$ cat src/rtl/poly_tone_engine_if.sv
// Key event channel from the keypad scanner into the tone engine.
// The scanner drives it as master; the engine accepts events as slave.
interface poly_tone_engine_if #(
  parameter int unsigned KEYS = 16
);
  localparam int unsigned CW = (KEYS > 1) ? $clog2(KEYS) : 1;

  logic          key_valid;
  logic [CW-1:0] key_code;
  logic          key_on;
  logic          key_ready;

  modport master (output key_valid, key_code, key_on, input key_ready);
  modport slave  (input key_valid, key_code, key_on, output key_ready);
endinterface

$ cat src/rtl/poly_tone_engine.sv
// Polyphonic square-wave tone engine: LRU voice allocation with retrigger and auto-release,
// and a PWM mixer that drives a single-bit sound output.
module poly_tone_engine #(
  parameter int unsigned CLK_HZ   = 100_000_000,
  parameter int unsigned VOICES   = 4,
  parameter int unsigned KEYS     = 16,
  parameter int unsigned PWM_BITS = 8,
  parameter int unsigned HOLD_CYC = 0
) (
  input  logic                clk,
  input  logic                clear_n,
  poly_tone_engine_if.slave   kbus,
  output logic [VOICES-1:0]   voice_active,
  output logic                sound
);

  // Half period in clock cycles for key k, rounded to nearest.
  function automatic int unsigned half_of(int unsigned k);
    real f;
    f = 261.63 * (2.0 ** (real'(k) / 12.0));
    return $rtoi(real'(CLK_HZ) / (2.0 * f) + 0.5);
  endfunction

  localparam int unsigned KW  = (KEYS > 1) ? $clog2(KEYS) : 1;
  localparam int unsigned NK  = 2 ** KW;
  localparam int unsigned RW  = $clog2(VOICES);
  localparam int unsigned HW  = $clog2(VOICES + 1);
  localparam int unsigned CW  = $clog2(half_of(0) + 1);
  localparam int unsigned HCW = (HOLD_CYC > 1) ? $clog2(HOLD_CYC) : 1;

  typedef enum logic {StIdle, StAlloc} state_e;

  logic [CW-1:0] half_tab [NK];
  logic [NK-1:0] key_ok;

  for (genvar k = 0; k < NK; k++) begin : g_key
    localparam int unsigned H = half_of(k);
    assign half_tab[k] = CW'(H);
    assign key_ok[k]   = (k < KEYS);
  end

  state_e              state_q, state_d;
  logic [KW-1:0]       ev_code_q;
  logic                ev_on_q;
  logic [VOICES-1:0]   active_q, active_d;
  logic [VOICES-1:0]   tone_q, tone_d;
  logic [KW-1:0]       vkey_q  [VOICES];
  logic [KW-1:0]       vkey_d  [VOICES];
  logic [RW-1:0]       rank_q  [VOICES];
  logic [RW-1:0]       rank_d  [VOICES];
  logic [CW-1:0]       phase_q [VOICES];
  logic [CW-1:0]       phase_d [VOICES];
  logic [HCW-1:0]      hold_q  [VOICES];
  logic [HCW-1:0]      hold_d  [VOICES];
  logic [PWM_BITS-1:0] pwm_q;
  logic [PWM_BITS:0]   thr_q, thr_new, thr_eff;
  logic [HW-1:0]       h;

  logic          hit, free_ok;
  logic [RW-1:0] hit_v, free_v, old_v, tgt;

  always_comb begin
    state_d = state_q;
    unique case (state_q)
      StIdle:  if (kbus.key_valid) state_d = StAlloc;
      StAlloc: state_d = StIdle;
      default: state_d = StIdle;
    endcase
  end

  always_comb begin
    hit     = 1'b0;
    hit_v   = '0;
    free_ok = 1'b0;
    free_v  = '0;
    old_v   = '0;
    for (int v = 0; v < VOICES; v++) begin
      if (active_q[v] && vkey_q[v] == ev_code_q) begin
        hit   = 1'b1;
        hit_v = RW'(v);
      end
      if (rank_q[v] == RW'(VOICES - 1)) old_v = RW'(v);
    end
    for (int v = VOICES - 1; v >= 0; v--) begin
      if (!active_q[v]) begin
        free_ok = 1'b1;
        free_v  = RW'(v);
      end
    end
    tgt = hit ? hit_v : (free_ok ? free_v : old_v);
  end

  always_comb begin
    active_d = active_q;
    tone_d   = tone_q;
    vkey_d   = vkey_q;
    rank_d   = rank_q;
    phase_d  = phase_q;
    hold_d   = hold_q;
    for (int v = 0; v < VOICES; v++) begin
      if (!active_q[v]) begin
        phase_d[v] = '0;
        tone_d[v]  = 1'b0;
        hold_d[v]  = '0;
      end else begin
        if (phase_q[v] == half_tab[vkey_q[v]] - CW'(1)) begin
          phase_d[v] = '0;
          tone_d[v]  = ~tone_q[v];
        end else begin
          phase_d[v] = phase_q[v] + CW'(1);
        end
        if (HOLD_CYC != 0) begin
          if (hold_q[v] == HCW'(HOLD_CYC - 1)) begin
            active_d[v] = 1'b0;
            phase_d[v]  = '0;
            tone_d[v]   = 1'b0;
            hold_d[v]   = '0;
          end else begin
            hold_d[v] = hold_q[v] + HCW'(1);
          end
        end
      end
    end
    // Commit is applied last so it overrides a same-cycle auto-release.
    if (state_q == StAlloc && key_ok[ev_code_q]) begin
      if (ev_on_q) begin
        active_d[tgt] = 1'b1;
        vkey_d[tgt]   = ev_code_q;
        phase_d[tgt]  = '0;
        tone_d[tgt]   = 1'b0;
        hold_d[tgt]   = '0;
        for (int v = 0; v < VOICES; v++) begin
          if (RW'(v) == tgt) begin
            rank_d[v] = '0;
          end else if (rank_q[v] < rank_q[tgt]) begin
            rank_d[v] = rank_q[v] + RW'(1);
          end
        end
      end else if (hit) begin
        active_d[hit_v] = 1'b0;
        phase_d[hit_v]  = '0;
        tone_d[hit_v]   = 1'b0;
        hold_d[hit_v]   = '0;
      end
    end
  end

  always_comb begin
    h = '0;
    for (int v = 0; v < VOICES; v++) h = h + HW'(active_q[v] & tone_q[v]);
    thr_new = (PWM_BITS + 1)'(h) << (PWM_BITS - RW);
    thr_eff = (pwm_q == '0) ? thr_new : thr_q;
  end

  always_ff @(posedge clk or negedge clear_n) begin
    if (!clear_n) begin
      state_q   <= StIdle;
      ev_code_q <= '0;
      ev_on_q   <= 1'b0;
      active_q  <= '0;
      tone_q    <= '0;
      pwm_q     <= '0;
      thr_q     <= '0;
      for (int v = 0; v < VOICES; v++) begin
        vkey_q[v]  <= '0;
        rank_q[v]  <= RW'(v);
        phase_q[v] <= '0;
        hold_q[v]  <= '0;
      end
    end else begin
      state_q <= state_d;
      if (state_q == StIdle && kbus.key_valid) begin
        ev_code_q <= kbus.key_code;
        ev_on_q   <= kbus.key_on;
      end
      active_q <= active_d;
      tone_q   <= tone_d;
      vkey_q   <= vkey_d;
      rank_q   <= rank_d;
      phase_q  <= phase_d;
      hold_q   <= hold_d;
      pwm_q    <= pwm_q + PWM_BITS'(1);
      thr_q    <= thr_eff;
    end
  end

  assign kbus.key_ready = clear_n && (state_q == StIdle);
  assign voice_active   = active_q;
  assign sound          = (|active_q) && ({1'b0, pwm_q} < thr_eff);

endmodule

$ cat src/flat_wrapper.sv
// flat-port wrapper written by rule: the top's interface ports become plain ports
module poly_tone_engine_flat 
#(
  parameter int unsigned CLK_HZ   = 100_000_000,
  parameter int unsigned VOICES   = 4,
  parameter int unsigned KEYS     = 16,
  parameter int unsigned PWM_BITS = 8,
  parameter int unsigned HOLD_CYC = 0
)
  (clk, clear_n, voice_active, sound, kbus_key_valid, kbus_key_code, kbus_key_on, kbus_key_ready);
  poly_tone_engine_if #(.KEYS(KEYS)) kbus_i ();
  input  logic clk;
  input  logic clear_n;
  output logic [VOICES-1:0] voice_active;
  output logic sound;
  input wire logic [$bits(kbus_i.key_valid)-1:0] kbus_key_valid;
  input wire logic [$bits(kbus_i.key_code)-1:0] kbus_key_code;
  input wire logic [$bits(kbus_i.key_on)-1:0] kbus_key_on;
  output wire logic [$bits(kbus_i.key_ready)-1:0] kbus_key_ready;
  assign kbus_i.key_valid = kbus_key_valid;
  assign kbus_i.key_code = kbus_key_code;
  assign kbus_i.key_on = kbus_key_on;
  assign kbus_key_ready = kbus_i.key_ready;
  poly_tone_engine #(.CLK_HZ(CLK_HZ), .VOICES(VOICES), .KEYS(KEYS), .PWM_BITS(PWM_BITS), .HOLD_CYC(HOLD_CYC)) u_core (.clk(clk), .clear_n(clear_n), .kbus(kbus_i), .voice_active(voice_active), .sound(sound));
endmodule
$ cat config.mk
export PLATFORM = sky130hd
export DESIGN_NAME = poly_tone_engine_flat
export DESIGN_NICKNAME = d
export VERILOG_FILES = /design/src/rtl/poly_tone_engine_if.sv /design/src/rtl/poly_tone_engine.sv /design/src/flat_wrapper.sv
export SDC_FILE = /design/constraint.sdc
export NUM_CORES = 1
export LEC_CHECK = 0
export ABC_AREA = 1
export BUFFER_PORTS_ARGS = -buffer_cell sky130_fd_sc_hd__buf_2
export CORE_ASPECT_RATIO = 0.8
export CORE_MARGIN = 1
export CORE_UTILIZATION = 67
export CTS_BUF_LIST = sky130_fd_sc_hd__clkbuf_2
export CTS_CLUSTER_DIAMETER = 80
export DETAILED_ROUTE_END_ITERATION = 10
export PLACE_DENSITY_LB_ADDON = 0.05
export SYNTH_ARGS = -nofsm -noshare
export SYNTH_HDL_FRONTEND = slang
export SYNTH_SLANG_ARGS = --single-unit
$ cat constraint.sdc
create_clock -name clk -period 3.93 [get_ports clk]
set_input_delay 0.9825 -clock clk [delete_from_list [all_inputs] [get_ports clk]]
set_output_delay 0.9825 -clock clk [all_outputs]
set_load 0.005 [all_outputs]
* After elaboration in Yosys (flattened, before gate mapping) *
Memories as Yosys holds them, arrays and structs flattened.
Index checks and enable logic that the tools add are counted.

cells by class
  $add $sub $neg = 16
  magnitude comparators = 18
  equality and inequality tests = 14
  mux-type cells = 78
  bitwise operators = 25
  reduce and logical (&&, ||, !) cells = 26

operators by type and width
  kind                                                 number
  two-way mux 18 bit                                   18
  two-way mux 72 bit                                   3
  AND 72 bit                                           2
  inverter 72 bit                                      2
  adder 18 x 1 -> 18 bit (second input constant)       4
  demux 18 bit (select 2 bit)                          2
  equality test 18 bit                                 4
  subtractor 18 x 1 -> 18 bit (second input constant)  4
  two-way mux 2 bit                                    20
  two-way mux 4 bit                                    6
  two-way mux 1 bit                                    22
  >= comparator 5 bit (second input constant)          4
  inverter 4 -> 5 bit                                  4
  bitwise mux 16 bit                                   1
  equality test 4 bit                                  4
  AND 4 bit                                            3
  logical AND 1 bit                                    12
  AND reduction 3 bit                                  4
  nonzero test 2 bit                                   5
  adder 3 bit                                          3
  less-than comparator 8 x 9 -> 1 bit                  1
  two-way mux 9 bit                                    1
  adder 2 x 1 -> 2 bit (second input constant)         4
  adder 8 x 1 -> 8 bit (second input constant)         1
  other kinds (22)                                     43

storage, ports and cells
  register bits after elaboration = 127
  ROM bits = 1,168
  input port bits = 8
  output and inout bits = 6
  word-level logic and storage cells = 201
  memories = 5

memory list
  name              depth  bits a word  rd ports  clocked after memory_dff  wr ports  line                     RTL
  (name not given)  16     18           1         0                         0         poly_tone_engine.sv:106  if (phase_q[v] == half_tab[vkey_q[v]] - CW'(1)) begin
  (name not given)  16     18           1         0                         0         poly_tone_engine.sv:106
  (name not given)  16     18           1         0                         0         poly_tone_engine.sv:106
  (name not given)  16     18           1         0                         0         poly_tone_engine.sv:106
  (name not given)  16     1            1         0                         0         poly_tone_engine.sv:125  if (state_q == StAlloc && key_ok[ev_code_q]) begin

* Longest topological paths before layout *
Gate-level depths: netlist (run 1).

  depth in word-level cells = 16
  mapped depth = 22

* Least setup slack after synthesis (run 1) *
Ideal clock, no wire load.

  path kind = reg-to-output
  start = register u_core.active_q[2] (netlist: u_core.voice_active[2])
  end = output sound
  arrival time = 2.344 ns
  data required time = 2.947 ns
  slack = 0.604 ns
  cell stages (with the launch flop) = 14
  buffers on the path = 0
  cell sequence = dfrtp_1 > nand2_1 > inv_1 > fa_1 > ha_1 > ha_1 > inv_1 > o21ai_0 > inv_1 > ha_1 > a21boi_0 > nor2_1 > nor2_1 > nor2_1

between the ends
  word-level cells in the longest chain between the ends = 6

ends and longest elaborated chain
  element                              line                     RTL
  start, declared                      poly_tone_engine.sv:45   logic [VOICES-1:0] active_q, active_d;
  start signal, assigned               poly_tone_engine.sv:176  active_q <= active_d;
  AND 1 bit                            poly_tone_engine.sv:150  for (int v = 0; v < VOICES; v++) h = h + HW'(active_q[v] & tone_q[v]);
  adder 3 bit (2 in a row)             poly_tone_engine.sv:150
  two-way mux 9 bit                    poly_tone_engine.sv:152  thr_eff = (pwm_q == '0) ? thr_new : thr_q;
  named net u_core.thr_eff[7]          poly_tone_engine.sv:56   logic [PWM_BITS:0] thr_q, thr_new, thr_eff;
  less-than comparator 8 x 9 -> 1 bit  poly_tone_engine.sv:189  assign sound = (|active_q) && ({1'b0, pwm_q} < thr_eff);
  logical AND 1 bit                    poly_tone_engine.sv:189
  end, declared                        flat_wrapper.sv:15       output logic sound;

The timed path passes the listed nets, and every way through them passes these cells.

* Worst setup path after layout (run 1) *
  start = register u_core.tone_q[3]
  end = output sound

between the ends
  word-level cells in the longest chain between the ends = 5

ends and longest elaborated chain
  element                              line                     RTL
  start, declared                      poly_tone_engine.sv:46   logic [VOICES-1:0] tone_q, tone_d;
  start signal, assigned               poly_tone_engine.sv:177  tone_q <= tone_d;
  AND 1 bit                            poly_tone_engine.sv:150
  adder 3 bit                          poly_tone_engine.sv:150
  two-way mux 9 bit                    poly_tone_engine.sv:152
  named net u_core.thr_eff[7]          poly_tone_engine.sv:56
  less-than comparator 8 x 9 -> 1 bit  poly_tone_engine.sv:189
  logical AND 1 bit                    poly_tone_engine.sv:189

The timed path passes the listed nets, and every way through them passes these cells.

==> results of run 1 <==
where the power goes:
| group | leakage, nW | internal, mW | switching, mW |
|---|---|---|---|
| Clock | 0.125 | 0.223 | 0.533 |
| Combinational | 4.95 | 2.18 | 4.67 |
| Sequential | 1.70 | 1.50 | 0.384 |
what timing repair did:
| item | in CTS | in global routing |
|---|---|---|
| buffers inserted | 4 | 0 |
| hold buffers | 0 | 0 |
| setup endpoints to repair | 1 | 1 |
| pin swaps | 7 | 2 |
| resized for setup | 11 | 1 |
final timing paths:
path | endpoint | slack, ns | cells past startpoint
worst max-delay path | sound | -0.34 | 14
worst min-delay path | u_core.phase_q[5] | 0.11 | 1
worst max register to register | u_core.tone_q[3] | 0.44 | 18
worst min register to register | u_core.pwm_q[0] | 0.50 | 1
max in group asynchronous | u_core.vkey_q[9] | 2.60 | 2
min in group clk | u_core.ev_on_q | 0.44 | 3
cell type report:
type | count | area share [%]
multi-input combinational | 1473 | 59.5
clock buffer | 17 | 0.690
clock inverter | 15 | 1.00
timing repair buffer | 29 | 1.55
tap | 225 | 2.28
sequential | 127 | 25.8
inverter | 299 | 9.12
critical path, cell delays in order (launching register included):
cell and delay (ns):
sky130_fd_sc_hd__dfrtp_1 0.43, sky130_fd_sc_hd__nand2_1 0.07, sky130_fd_sc_hd__inv_1 0.05, sky130_fd_sc_hd__fa_1 0.48, sky130_fd_sc_hd__ha_2 0.20, sky130_fd_sc_hd__ha_4 0.25
sky130_fd_sc_hd__inv_1 0.05, sky130_fd_sc_hd__o21ai_2 0.13, sky130_fd_sc_hd__inv_1 0.07, sky130_fd_sc_hd__ha_1 0.26, sky130_fd_sc_hd__a21boi_1 0.12, sky130_fd_sc_hd__nor2_1 0.10
sky130_fd_sc_hd__nor2_1 0.06, sky130_fd_sc_hd__nor2_2 0.16, sky130_fd_sc_hd__buf_2 0.15
flip-flops by register name, indices dropped and copies added (netlist names):
signal and count:
u_core.rank_q 8, u_core.tone_q 4, u_core.state_q 1, u_core.voice_active 4
u_core.ev_on_q 1, u_core.thr_q 9, u_core.ev_code_q 4, u_core.pwm_q 8
u_core.phase_q 72, u_core.vkey_q 16
routing by layer:
metal  vias up  share of wire (%)  wire length (um)  track usage [%]
met4         0               0.90               259             7.00
met5         -                  0                 0                0
li1       6055                  -                 -                -
met1      5325                 46             13400             46.3
met2       363                 45             13000             53.1
met3        28                7.5              2170             5.86
cell usage in the layout (no fill, tap or decap), types with 2 or more instances in the layout:
cell type,instances
sky130_fd_sc_hd__or2_2,3
sky130_fd_sc_hd__nor4_1,4
sky130_fd_sc_hd__a21oi_2,2
sky130_fd_sc_hd__ha_4,2
sky130_fd_sc_hd__nand3_4,2
sky130_fd_sc_hd__nand2_2,12
sky130_fd_sc_hd__dfrtp_1,123
sky130_fd_sc_hd__xnor2_1,10
sky130_fd_sc_hd__nor2_4,5
sky130_fd_sc_hd__clkbuf_2,17
sky130_fd_sc_hd__o211ai_1,3
sky130_fd_sc_hd__nor2_1,199
sky130_fd_sc_hd__a21oi_1,20
sky130_fd_sc_hd__buf_4,16
sky130_fd_sc_hd__o21ai_1,7
sky130_fd_sc_hd__nand3_2,2
sky130_fd_sc_hd__or2_0,2
sky130_fd_sc_hd__o21ai_2,3
sky130_fd_sc_hd__o21a_1,2
sky130_fd_sc_hd__nand3b_1,13
sky130_fd_sc_hd__clkinv_2,4
sky130_fd_sc_hd__buf_2,12
sky130_fd_sc_hd__clkinv_4,5
sky130_fd_sc_hd__nor2_2,33
sky130_fd_sc_hd__inv_2,16
sky130_fd_sc_hd__inv_1,280
sky130_fd_sc_hd__nand2_1,683
sky130_fd_sc_hd__xor2_1,64
sky130_fd_sc_hd__nor3_1,16
sky130_fd_sc_hd__o21bai_1,3
sky130_fd_sc_hd__clkinv_1,4
sky130_fd_sc_hd__nand4_1,47
sky130_fd_sc_hd__dfstp_2,4
sky130_fd_sc_hd__nand3_1,197
sky130_fd_sc_hd__o21ai_0,69
sky130_fd_sc_hd__ha_1,55
sky130_fd_sc_hd__clkinvlp_4,3
cells in the mapped netlist (13+ instances only):
| library cell | n |
|---|---|
| sky130_fd_sc_hd__nand2_1 | 684 |
| sky130_fd_sc_hd__inv_1 | 280 |
| sky130_fd_sc_hd__nor2_1 | 200 |
| sky130_fd_sc_hd__nand3_1 | 197 |
| sky130_fd_sc_hd__dfrtp_1 | 123 |
| sky130_fd_sc_hd__o21ai_0 | 71 |
| sky130_fd_sc_hd__xor2_1 | 64 |
| sky130_fd_sc_hd__ha_1 | 58 |
| sky130_fd_sc_hd__nand4_1 | 47 |
| sky130_fd_sc_hd__nor2_2 | 32 |
| sky130_fd_sc_hd__a21oi_1 | 21 |
| sky130_fd_sc_hd__nor3_1 | 17 |
| sky130_fd_sc_hd__inv_2 | 16 |
| sky130_fd_sc_hd__nand3b_1 | 13 |
logic make-up after synthesis:
group	share of synthesized area (%)
simple gates	44.2
buf+inv	11.7
flops	26.8
compound gates	5.56
xor+xnor	5.46
fa+ha+maj	6.29
through the flow:
step | setup slack (ns) | cell area [um2] | total power [mW] | utilization [%] | TNS, ns
2_1_floorplan | 0.604 | 11900 | 7.27 | - | 0
3_3_place_gp | 0.295 | 12000 | 8.44 | 69.5 | 0
3_5_place_dp | 0.235 | 12000 | 8.61 | 69.5 | 0
4_1_cts | -0.370 | 12300 | 9.39 | 71.2 | -0.370
5_1_grt | -0.557 | 12300 | 10.6 | 71.2 | -0.557
6_report | -0.335 | 12300 | 9.48 | 71.2 | -0.335
==> key figures, run 1 <==
Synth
  – Ys async rst share: 100%
  – Most used flip-flop cell after synthesis: sky130_fd_sc_hd__dfrtp_1
  – Synth Register Bits: 127
  – Sequential element share of the synthesized area: 26.8%
  – Synthesized instance count: 1934
  – Area share of the largest cell type after synthesis: 26.0%
  – Top cells by area in the synthesized netlist: sky130_fd_sc_hd__dfrtp_1 26%, sky130_fd_sc_hd__nand2_1 22%, sky130_fd_sc_hd__inv_1 8.9%
  – Warnings from Yosys: 0
  – Average footprint of a synthesized cell: 6.13 um2
  – Synthesized cell area: 11900 um2
  – Count of distinct cell types in the synthesized netlist: 46
  – Cell type with the highest aggregate area in the netlist: sky130_fd_sc_hd__dfrtp_1
  – Total nets after synthesis: 2001
  – Number of enable-type register cells in the synthesized netlist: 0

Hold path
  – Worst hold-check path type: input port to asynchronous set/reset pin

Floorplan
  – Effective utilization at floorplan: 68.5%
  – Core region area: 17300 um2
  – DIE HEIGHT: 121 um
  – Total number of placement rows: 43
  – Ports: 14
  – Die boundary width: 151 um
  – Area of the die: 18200 um2

Pwr
  – Peak ir drop on the vdd network: 0.000460 V
  – Cell leakage power: 6.78 nW
  – Power density of the placed cells: 769 nW/um2

Routing
  – WL per Instance: 13.2 um
  – Post-detailed-route via-to-cell ratio: 5.39
  – Remaining routing DRC violations: 0
  – Detailed-routing iteration count for the pre-antenna-repair pass: 5
  – Post-DRT Antenna Nets: 0
  – Number of DRC markers after the initial detailed-route iteration: 824
  – Routed via count: 11800
  – Routed WL: 28900 um

Global routing
  – Pin count of the biggest net entering global routing: 67
  – Number of antenna violations at the first check in global routing: 0
  – Global-route wire length before repair: 48300 um
  – GR Util All Layers: 33.0%
  – Remaining Overflow, GRT: 0
  – Via count of the first global-routing pass: 10600

Timing
  – Final hold slack: 0.107 ns
  – Maximum frequency from static timing analysis: 0.234 GHz
  – Max-slew violation count: 0
  – Slack of the critical path: -0.335 ns
  – Minimum clock period: 4.27 ns
  – Slew at the pin closest to its max-slew limit: 0.845 ns
  – Portion of the clock cycle consumed by the worst path in the final layout: 109%
  – Final hold vios: 0
  – Setup-violating endpoint count in the final report: 1
  – RSZ-0062 raised after global routing: true
  – Post-route clock skew: 0.0340 ns
  – Rel. slew slack: 43.7%

Clock tree
  – Buffer depth of the longest clock path: 2
  – Sinks on the clock net: 127
  – Clock latency on the worst-skew pair: 0.73 ns
  – H-tree levels: 4
  – CTS tree: yes
  – Clock-pin transition on the worst setup and hold timing paths: 0.23 ns
  – CTS Root Cell: sky130_fd_sc_hd__clkbuf_2
  – Inserted Clock Buffers: 17

Setup path
  – Worst endpoint required time: 2.95 ns
  – Start point of the critical path: u_core.tone_q[3]
  – WP data arrival: 3.28 ns
  – Reg2Reg Launch Point: u_core.vkey_q[1]
  – Startpoint class of the critical path: flip-flop
  – Worst setup EP type: output pin
  – Crit Path Class: flip-flop to output pin
  – Highest fanout seen on the critical path: 2

Cells and area
  – Fraction of layout cells with a size suffix above 1: 7.65%
  – Multi-input combinational cell area: 7350 um2
  – Relative area change from synthesis to final layout: 4.01%
  – Number of cells in the finished layout apart from fillers: 2185
  – Number of fillers in the final layout: 1558
  – Fin nets: 2014
  – Storage element area: 3180 um2
  – Ant. Diodes: 0

Run status
  – Failing checks: negative setup slack
  – Status: finished, violations left

Placement
  – Count of placed standard cells including taps: 2149
  – IO Port Bufs: 13
  – HPWL after DPL: 22400 um
  – Final estimated routing congestion in global placement: 0.959

Job
  – Max-capacitance violation count: 0
(Power assumes the default switching activity.)
==> run 2, diff against run 1 <==
CORE_MARGIN = not set   (was 1)
clock period = 5.1 ns   (was 3.93 ns; I/O delays follow)
==> run 2 against run 1 <==
Compared with the run above: the run now ends clean; clock power about the same; final cell count down 0.59%; register-to-register slack better by 1.0 ns; sequential power down 20%; core utilization down 0.41 points; design area down 0.58%; clock skew up 0.0026 ns; global-route usage down 0.12 points; die area unchanged; first-iteration DRC count up 19%; clock-buffer cell count up 2; sequential cell count unchanged; critical endpoint unchanged.
==> key figures, run 2 (same netlist as run 1, synthesis figures left out) <==
Timing
  – Max-slew violation count: 0 (unchanged)
  – Total negative setup slack: 0 ns (was -0.335 ns)
  – Final hold vios: 0 (unchanged)
  – Rel. slew slack: 36.0% (was 43.7%)
  – Setup-violating endpoint count in the final report: 0 (was 1)
  – Portion of the clock cycle consumed by the worst path in the final layout: 92.2%
  – Post-route clock skew: 0.0367 ns (was 0.0340 ns)
  – Maximum frequency from static timing analysis: 0.213 GHz
  – RSZ-0062 raised after global routing: false (was true)
  – Slew at the pin closest to its max-slew limit: 0.960 ns (was 0.845 ns)
  – Minimum clock period: 4.70 ns

Routing
  – Routed via count: 11800 (about the same)
  – Remaining routing DRC violations: 0 (unchanged)
  – Post-detailed-route via-to-cell ratio: 5.43 (was 5.39)
  – Detailed-routing iteration count for the pre-antenna-repair pass: 6 (was 5)
  – WL per Instance: 13.3 um (was 13.2 um)
  – Number of DRC markers after the initial detailed-route iteration: 980 (was 824)
  – Routed WL: 28900 um (about the same)
  – Post-DRT Antenna Nets: 0 (unchanged)

Cells and area
  – Fin nets: 2000 (was 2014)
  – Number of cells in the finished layout apart from fillers: 2172 (was 2185)
  – Registers with the most flip-flops: u_core.phase_q x72, u_core.vkey_q x16, u_core.thr_q x9 (unchanged)
  – Largest register by flop count: u_core.phase_q (unchanged)
  – Largest register FFs: 72 (unchanged)
  – Fraction of layout cells with a size suffix above 1: 6.53% (was 7.65%)
  – Relative area change from synthesis to final layout: 3.41% (was 4.01%)
  – Most common cell after layout, fill and taps aside: sky130_fd_sc_hd__nand2_1 (unchanged)
  – Commonest cells after routing, fill and taps aside: 684 x sky130_fd_sc_hd__nand2_1, 280 x sky130_fd_sc_hd__inv_1, 199 x sky130_fd_sc_hd__nor2_1 (was 683 x sky130_fd_sc_hd__nand2_1, 280 x sky130_fd_sc_hd__inv_1, 199 x sky130_fd_sc_hd__nor2_1)
  – Number of fillers in the final layout: 1575 (was 1558)

Floorplan
  – Die boundary width: 151 um (unchanged)
  – Ports: 14 (unchanged)
  – DIE HEIGHT: 121 um (unchanged)
  – Core region area: 17300 um2 (unchanged)
  – Area of the die: 18200 um2 (unchanged)
  – Effective utilization at floorplan: 68.5% (unchanged)
  – Total number of placement rows: 43 (unchanged)

Setup path
  – Crit Path Class: flip-flop to output pin (unchanged)
  – Critical-path cell with the highest stage delay: sky130_fd_sc_hd__dfrtp_1 (was sky130_fd_sc_hd__fa_1)
  – Worst endpoint required time: 3.83 ns (was 2.95 ns)
  – Cells along the critical path: nand2_1, inv_1, fa_1, ha_1, ha_1, inv_1, o21ai_1, inv_1, ha_1, a21boi_0, nor2_1, nor2_1, nor2_2, buf_2 (was nand2_1, inv_1, fa_1, ha_2, ha_4, inv_1, o21ai_2, inv_1, ha_1, a21boi_1, nor2_1, nor2_1, nor2_2, buf_2)
  – Flop2flop setup slack: 1.45 ns (was 0.44 ns)
  – WP data arrival: 3.43 ns (was 3.28 ns)
  – Highest fanout seen on the critical path: 7 (was 2)
  – Worst setup EP type: output pin (unchanged)
  – Largest stage delay on the critical path: 0.48 ns (about the same)
  – Startpoint class of the critical path: flip-flop (unchanged)

Clock tree
  – Clock latency on the worst-skew pair: 0.71 ns (was 0.73 ns)
  – CTS Root Cell: sky130_fd_sc_hd__clkbuf_2 (unchanged)
  – Clock-pin transition on the worst setup and hold timing paths: 0.19 ns (was 0.23 ns)
  – CTS tree: yes (unchanged)
  – Number of buffers inserted to repair setup after CTS: 0 (was 4)
  – H-tree levels: 4 (unchanged)
  – Buffer depth of the longest clock path: 2 (unchanged)
  – Cts hold-fix bufs: 0 (unchanged)
  – Sinks on the clock net: 127 (unchanged)
  – Number of gates resized after cts: 0 (was 11)
  – Inserted Clock Buffers: 17 (unchanged)

Global routing
  – Remaining Overflow, GRT: 0 (unchanged)
  – GR Util All Layers: 32.9% (was 33.0%)
  – Pin count of the biggest net entering global routing: 77 (was 67)
  – Global-route wire length before repair: 48000 um (was 48300 um)
  – Via count of the first global-routing pass: 10400 (was 10600)
  – Number of antenna violations at the first check in global routing: 1 (was 0)

Pwr
  – Sequential Power Share: 20.4% (was 19.9%)
  – Switching share of total power: 57.5% (was 58.9%)
  – Cell leakage power: 6.74 nW (was 6.78 nW)
  – Internal power summed over all cells: 3.16 mW (was 3.90 mW)
  – Reported net switching power: 4.28 mW (was 5.58 mW)
  – Clock Power Share: 10.2% (was 8.0%)
  – Peak ir drop on the vdd network: 0.000345 V (was 0.000460 V)
  – Power density of the placed cells: 606 nW/um2 (was 769 nW/um2)
  – Comb power frac: 69.4% (was 72.1%)

Placement
  – Final estimated routing congestion in global placement: 0.968 (was 0.959)
  – IO Port Bufs: 13 (unchanged)
  – Count of placed standard cells including taps: 2139 (was 2149)
  – HPWL after DPL: 22200 um (was 22400 um)

Run status
  – Status: finished clean (was finished, violations left)

Job
  – Max-capacitance violation count: 0 (unchanged)

Hold path
  – Worst hold-check path type: input port to asynchronous set/reset pin (unchanged)
-- run 2: cell types whose count changed in the layout (fill, tap and decap cells not counted), moves of 2 or more --
| cell | previous run | this run |
|---|---|---|
| sky130_fd_sc_hd__clkinv_4 | 5 | 0 |
| sky130_fd_sc_hd__bufinv_16 | 1 | 5 |
| sky130_fd_sc_hd__ha_1 | 55 | 58 |
| sky130_fd_sc_hd__buf_4 | 16 | 2 |
| sky130_fd_sc_hd__clkinv_2 | 4 | 2 |
| sky130_fd_sc_hd__clkbuf_2 | 17 | 19 |
| sky130_fd_sc_hd__ha_4 | 2 | 0 |
-- run 2: power groups by stage --
stage	sequential (mW)	combinational [mW]	clock [mW]
global route	1.55	5.88	0.814
CTS	1.51	5.08	0.773
floorplan	1.33	4.27	0
finish	1.52	5.16	0.756
global placement	1.52	4.92	0
detailed placement	1.53	5.04	0
-- run 2: metrics by stage --
stage          setup WS [ns]  cell area (um2)  hold WS [ns]  util (%)  total power [mW]
2_1_floorplan           1.48            11900         0.437         -              5.60
3_3_place_gp            1.10            12000         0.458      69.1              6.44
3_5_place_dp            1.04            12000         0.460      69.1              6.57
4_1_cts                0.251            12300         0.485      70.8              7.36
5_1_grt               0.0791            12300         0.467      70.8              8.25
6_report               0.398            12300         0.497      70.8              7.44
-- run 2: path summary, 6_finish.rpt --
kind | start | endpoint | depth (start not counted)
hold / removal | clear_n | u_core.phase_q[6] | 1
hold reg to reg | u_core.thr_q[5] | u_core.thr_q[5] | 2
max in group asynchronous | clear_n | u_core.pwm_q[4] | 2
setup / recovery | u_core.voice_active[2] | sound | 14
setup reg to reg | u_core.vkey_q[3] | u_core.rank_q[2] | 17
min in group clk | u_core.thr_q[5] | u_core.thr_q[5] | 2
-- run 2: area by class of cell --
class	instances	area, um2	area share (%)
antenna	1	2.50	0.0204
tap	225	282	2.30
timing repair buffer	15	86.3	0.704
clock inverter	13	194	1.58
clock buffer	19	95.1	0.775
multi-input combinational	1473	7300	59.5
sequential	127	3180	26.0
inverter	299	1120	9.17
-- run 2: worst max-delay path, delay by kind of cell (launching register included) --
kind / cells / cell delay, ns
simple gates: 4 / 0.43
compound gates: 2 / 0.28
fa+ha+maj: 4 / 1.26
buf+inv: 4 / 0.31
flops: 1 / 0.48
-- run 2: layer usage --
| metal | global-route usage (%) | vias up | wire (um) | part of all wire (%) |
|---|---|---|---|---|
| met5 | 0 | - | 0 | 0 |
| met4 | 8.63 | 0 | 551 | 1.9 |
| met3 | 5.83 | 48 | 2070 | 7.2 |
| met2 | 50.9 | 377 | 12600 | 44 |
| met1 | 47.1 | 5341 | 13700 | 47 |
| li1 | - | 6036 | - | - |
